===== config.mk =====
export PLATFORM = sky130hd
export DESIGN_NAME = instr_decode_ctrl
export DESIGN_NICKNAME = d
export VERILOG_FILES = /design/src/rtl/instr_decode_ctrl.sv
export SDC_FILE = /design/constraint.sdc
export NUM_CORES = 1
export LEC_CHECK = 0
export ABC_AREA = 1
export BUFFER_PORTS_ARGS = -buffer_cell sky130_fd_sc_hd__buf_2
export CAP_MARGIN = 5
export CORE_UTILIZATION = 35
export CTS_BUF_LIST = sky130_fd_sc_hd__clkbuf_4
export DETAILED_ROUTE_END_ITERATION = 8
export PLACE_DENSITY = 0.62
export SLEW_MARGIN = 5
export SYNTH_ARGS = -nofsm -noshare
export SYNTH_HDL_FRONTEND = slang
export SYNTH_SLANG_ARGS = --single-unit
export TNS_END_PERCENT = 30

===== constraint.sdc =====
create_clock -name Clk1 -period 2.6 [get_ports Clk1]
set_input_delay 0.26 -clock Clk1 [delete_from_list [all_inputs] [get_ports Clk1]]
set_output_delay 0.26 -clock Clk1 [all_outputs]
set_load 0.05 [all_outputs]

===== src/rtl/instr_decode_ctrl.sv =====
// Decode/control stage: registers the IM word, decodes datapath controls and resolves JMP/BEQ/HALT.
// Optional macro DECODE_ISSUE_CNT_EN adds a saturating issue counter on port issue_count.
module instr_decode_ctrl #(
    parameter int ADDR_W = 8,
    parameter int CNT_W  = 16
) (
    input  logic              Clk1,
    input  logic              Rst_n,
    input  logic [19:0]       Ins,
    input  logic [ADDR_W-1:0] current_address,
    input  logic              zero_flag,
    output logic              pc_mux_sel,
    output logic [ADDR_W-1:0] jmp_loc,
    output logic [1:0]        alu_op,
    output logic [3:0]        rd_addr,
    output logic [3:0]        rs_addr,
    output logic [3:0]        rt_addr,
    output logic [7:0]        imm,
    output logic              alu_src_imm,
    output logic              reg_we,
    output logic              mem_re,
    output logic              mem_we,
    output logic              halted,
    output logic              illegal_op
`ifdef DECODE_ISSUE_CNT_EN
    ,
    output logic [CNT_W-1:0]  issue_count
`endif
);

    typedef enum logic [1:0] {S_RUN, S_BR_WAIT, S_HALT} state_e;

    localparam logic [3:0] OP_NOP  = 4'h0;
    localparam logic [3:0] OP_ADD  = 4'h1;
    localparam logic [3:0] OP_SUB  = 4'h2;
    localparam logic [3:0] OP_AND  = 4'h3;
    localparam logic [3:0] OP_OR   = 4'h4;
    localparam logic [3:0] OP_ADDI = 4'h5;
    localparam logic [3:0] OP_LW   = 4'h6;
    localparam logic [3:0] OP_SW   = 4'h7;
    localparam logic [3:0] OP_BEQ  = 4'h8;
    localparam logic [3:0] OP_JMP  = 4'h9;
    localparam logic [3:0] OP_HALT = 4'hF;

    localparam logic [1:0] ALU_ADD = 2'd0;
    localparam logic [1:0] ALU_SUB = 2'd1;

    logic [19:0]       ir_q, ir_d;
    logic [ADDR_W-1:0] ir_pc_q, ir_pc_d;
    logic              ir_valid_q, ir_valid_d;
    logic [ADDR_W-1:0] br_tgt_q, br_tgt_d;
    state_e            state_q, state_d;

    logic [3:0] op;
    logic       is_ctrl;
    logic       issued;

    assign op      = ir_q[19:16];
    assign is_ctrl = (op == OP_BEQ) || (op == OP_JMP) || (op == OP_HALT);

    // NOTE: every output and _d signal gets a default first, so no path through the case tree leaves one unassigned and infers a latch.
    always_comb begin
        pc_mux_sel  = 1'b0;
        jmp_loc     = '0;
        alu_op      = ALU_ADD;
        rd_addr     = '0;
        rs_addr     = '0;
        rt_addr     = '0;
        imm         = '0;
        alu_src_imm = 1'b0;
        reg_we      = 1'b0;
        mem_re      = 1'b0;
        mem_we      = 1'b0;
        halted      = 1'b0;
        illegal_op  = 1'b0;
        issued      = 1'b0;
        state_d     = state_q;
        br_tgt_d    = br_tgt_q;

        case (state_q)
            S_HALT: begin
                // br_tgt_q holds the HALT's own address, so the PC spins on it
                halted     = 1'b1;
                pc_mux_sel = 1'b1;
                jmp_loc    = br_tgt_q;
            end
            default: begin
                if (state_q == S_BR_WAIT) state_d = S_RUN;
                if (ir_valid_q) begin
                    if (state_q == S_BR_WAIT && is_ctrl) begin
                        illegal_op = 1'b1;
                    end else begin
                        case (op)
                            OP_NOP: ;
                            OP_ADD, OP_SUB, OP_AND, OP_OR: begin
                                alu_op  = 2'(op - 4'd1);
                                rd_addr = ir_q[15:12];
                                rs_addr = ir_q[11:8];
                                rt_addr = ir_q[7:4];
                                reg_we  = 1'b1;
                                issued  = 1'b1;
                            end
                            OP_ADDI, OP_LW: begin
                                rd_addr     = ir_q[15:12];
                                rs_addr     = ir_q[11:8];
                                imm         = ir_q[7:0];
                                alu_src_imm = 1'b1;
                                reg_we      = 1'b1;
                                mem_re      = (op == OP_LW);
                                issued      = 1'b1;
                            end
                            OP_SW: begin
                                rt_addr     = ir_q[15:12];
                                rs_addr     = ir_q[11:8];
                                imm         = ir_q[7:0];
                                alu_src_imm = 1'b1;
                                mem_we      = 1'b1;
                                issued      = 1'b1;
                            end
                            OP_BEQ: begin
                                alu_op   = ALU_SUB;
                                rt_addr  = ir_q[15:12];
                                rs_addr  = ir_q[11:8];
                                imm      = ir_q[7:0];
                                br_tgt_d = ADDR_W'(ir_q[7:0]);
                                state_d  = S_BR_WAIT;
                                issued   = 1'b1;
                            end
                            OP_JMP: begin
                                pc_mux_sel = 1'b1;
                                jmp_loc    = ADDR_W'(ir_q[7:0]);
                                issued     = 1'b1;
                            end
                            OP_HALT: begin
                                br_tgt_d = ir_pc_q;
                                state_d  = S_HALT;
                                issued   = 1'b1;
                            end
                            default: illegal_op = 1'b1;
                        endcase
                    end
                    // Delay slot has issued above; the branch resolves on the compare result now
                    if (state_q == S_BR_WAIT && zero_flag) begin
                        pc_mux_sel = 1'b1;
                        jmp_loc    = br_tgt_q;
                    end
                end
            end
        endcase
    end

    always_comb begin
        ir_d       = Ins;
        ir_pc_d    = current_address;
        ir_valid_d = ~pc_mux_sel;
    end

    // NOTE: sequential state uses non-blocking assignments so every flop samples pre-edge values.
    always_ff @(posedge Clk1) begin
        if (!Rst_n) begin
            ir_q       <= '0;
            ir_pc_q    <= '0;
            ir_valid_q <= 1'b0;
            br_tgt_q   <= '0;
            state_q    <= S_RUN;
        end else begin
            ir_q       <= ir_d;
            ir_pc_q    <= ir_pc_d;
            ir_valid_q <= ir_valid_d;
            br_tgt_q   <= br_tgt_d;
            state_q    <= state_d;
        end
    end

`ifdef DECODE_ISSUE_CNT_EN
    logic [CNT_W-1:0] issue_cnt_q, issue_cnt_d;

    always_comb begin
        issue_cnt_d = issue_cnt_q;
        if (issued && issue_cnt_q != '1) issue_cnt_d = issue_cnt_q + CNT_W'(1);
    end

    always_ff @(posedge Clk1) begin
        if (!Rst_n) issue_cnt_q <= '0;
        else        issue_cnt_q <= issue_cnt_d;
    end

    assign issue_count = issue_cnt_q;
`else
    logic unused_ok;
    assign unused_ok = &{1'b0, issued, CNT_W[0]};
`endif

endmodule


==> out/summary.txt <==
Design area = 2570 sq um
Max Buffers Root-to-Sink = 2
Slowest cell delay on critical path = 380 ps
Max Slew Vio Count = 0
Fmax = 0.412 GHz
Final Hold Viols = 0
GRT met3 Usage = 4.34%
Hold depth = 3
First-pass GRT wire length = 8260 um
Mapped Nets = 373
Worst-Skew Late Latency = 340 ps
Nets = 437
IO Pins = 68
Grt total ovfl = 0
Met1 Resource Use GR = 21.9%
Main flop type after synthesis = dfxtp_1
Setup slack, reg-to-reg = 830 ps
R2R depth = 10
DR vias = 2029
Starting Density = 37.3%
Overall power = 1.19 mW
Power Density = 465 nW/um^2
Routed length per placed instance = 10.6 um
Dpl cell area = 2480 sq um
DRC errors left = 0
CP Class = reg2out
Crit path max fanout = 13
Die ar. = 6320 sq um
ANT nets after route = 0
Register area share after synthesis = 37.1%
Post-Route WL = 5010 um
FP Rows = 27
Rel. slew slack = 58.2%
Core area = 5640 sq um
Area share of the largest cell type after synthesis = 37.1%
Grt peak-use layer = met2
Crit-path most repeated cell = nand3_2
CTS sink count = 39
Min Clock Period, post-route = 2430 ps
Cell variety after synth = 23
Post-synth top cells = nand2_1, inv_1, nor2_1
Clock power share = 26.4%
Synth area leaders = dfxtp_1, nand2_1, inv_1, nor2_1, nand4_1
Worst EP arrival = 2170 ps
Drt via density = 4.28
Clk_skew = 3.89 ps
MaxCap Viol Count = 0
Vias in the first global route = 1835
Worst-path clk slew = 120 ps
Slowest CP cell = dfxtp_1
WP depth = 9
Worst-Margin Slew = 627 ps
TritonRoute pass-1 iters = 4
Post-DP HPWL = 3760 um
Seq cells post-synth = 39
Grt met2 use = 27.5%
R2r endpoint = br_tgt_q[5]
Post-layout util = 45.5%
Fill count = 631
WHS Endpoint = ir_q[2]
Internal Power = 0.813 mW
Setup crit end kind = primary output
Die width = 79.5 um
Htree depth = 2
HP Start = Ins[2]
Tcrit/Tclk final = 93.3%
Cell chain of the critical path = inv_1 -> ha_1 -> nand3_1 -> nand3_2 -> nand2_2 -> buf_4 -> nand3_2 -> nor2_1 -> clkbuf_4
Power share of the sequential group = 54.5%
Switch share = 31.9%
LEAKAGE = 1.52 nW
Largest net degree at the start of global routing = 39
Setup TNS Final = 0 ps
GRT Total Usage = 17.0%
Root Driver = clkbuf_4
EDFF count, synth = 0
Ant diodes = 0
P_sw = 0.381 mW
Layout cell share with drive strength beyond 1 = 25.6%
Port Buffer Count = 67
Post-CTS Setup Bufs = 0
FF-to-FF Start = ir_q[16]
Syn_area_per_cell = 6.24 sq um
CP delay by family, top = simple AND/OR/NAND/NOR gates
Yosys warns = 0
Ys async rst share = 0%
WP data required = 2340 ps
Combinational Power Share = 19.1%
Cells after synthesis = 337
Initial antenna violation count = 0
Multi-input gate area = 977 sq um
Die Ht = 79.5 um
Crit path launch type = register
Mapped Area = 2100 sq um
Num CTS Buffers = 5
FF/Latch Area = 782 sq um
Count leader, synth = nand2_1
Worst hold slack = 89.3 ps
Yosys top cell by area = dfxtp_1
Layout area overhead = 22.1%
CTS tree = built
Worst Hold Class = in2reg
DR iter-0 viols = 99
Status = completed
# setup viols final = 0
CP bufs+invs = 3
Final GP Congestion = 0.863
IR drop worst, VDD = 0.304 mV
how the worst max path moves through the flow:
stage	start	end	slack, ps
floorplan	ir_q[16]	alu_op[1]	100
detailed placement	ir_q[16]	imm[6]	470
CTS	ir_q[16]	imm[6]	60
global placement	ir_q[18]	imm[6]	540
finish	ir_q[16]	rd_addr[2]	170
global route	ir_q[16]	rd_addr[2]	-30
final cells by class:
class                   instances  share of cell area (%)
flip-flops and latches         39                    30.4
repair buffers                 70                    14.7
multi-input cells             210                    38.0
clock buffers                   6                    1.75
inverters                      75                    11.1
clock inverters                 2                   0.487
well taps                      72                    3.51
metal layers:
| metal | vias to the layer above | part of all wire [%] |
|---|---|---|
| met5 | - | 0 |
| met4 | 0 | 1.2 |
| met3 | 6 | 5.6 |
| met2 | 63 | 43 |
| met1 | 839 | 50 |
| li1 | 1121 | - |
worst min-delay path, cell delays in order:
cell,delay (ps)
buf_2,70
nand2_1,40
inv_1,40
logic make-up after synthesis:
logic type | share of synthesized area, %
flip-flops | 37.1
AND/OR/NAND/NOR | 39.4
buffers and inverters | 16.8
adder cells (fa/ha/maj) | 2.97
AO/OA/AOI/OAI | 3.69
power groups by stage:
stage	Sequential (mW)	Combinational [mW]	Clock, mW
2_1_floorplan	0.652	0.174	0
3_5_place_dp	0.664	0.226	0
3_3_place_gp	0.664	0.225	0
4_1_cts	0.651	0.226	0.332
6_report	0.650	0.228	0.315
5_1_grt	0.655	0.256	0.365
state kept, by name, indices dropped and copies added, names as in the netlist:
signal      cells
br_tgt_q        8
ir_valid_q      1
ir_q           20
ir_pc_q         8
state_q         2
stage by stage:
step                instances  worst slack [ps]
detailed placement        466               470
CTS                       474              59.6
global placement          466               541
floorplan                 337              99.2
global route              474             -30.0
finish                    474               174
layout by cell type, fill, tap and decap left out:
| cell type | instances |
|---|---|
| a21oi_1 | 4 |
| buf_2 | 59 |
| buf_4 | 5 |
| clkbuf_4 | 12 |
| clkinv_1 | 7 |
| clkinv_2 | 1 |
| clkinvlp_4 | 1 |
| dfxtp_1 | 38 |
| dfxtp_2 | 1 |
| ha_1 | 4 |
| ha_2 | 1 |
| inv_1 | 59 |
| inv_2 | 8 |
| inv_4 | 1 |
| nand2_1 | 108 |
| nand2_2 | 4 |
| nand2_4 | 1 |
| nand3_1 | 11 |
| nand3_2 | 4 |
| nand4_1 | 16 |
| nor2_1 | 42 |
| nor2_2 | 2 |
| nor2_4 | 2 |
| nor3_1 | 1 |
| o21ai_0 | 2 |
| o21ai_1 | 7 |
| o22ai_2 | 1 |
timing repair:
item	in CTS	in global routing
hold buffers	0	0
resized for setup	0	14
hold endpoints to repair	0	0
setup endpoints to repair	0	19
(Power assumes the default switching activity.)
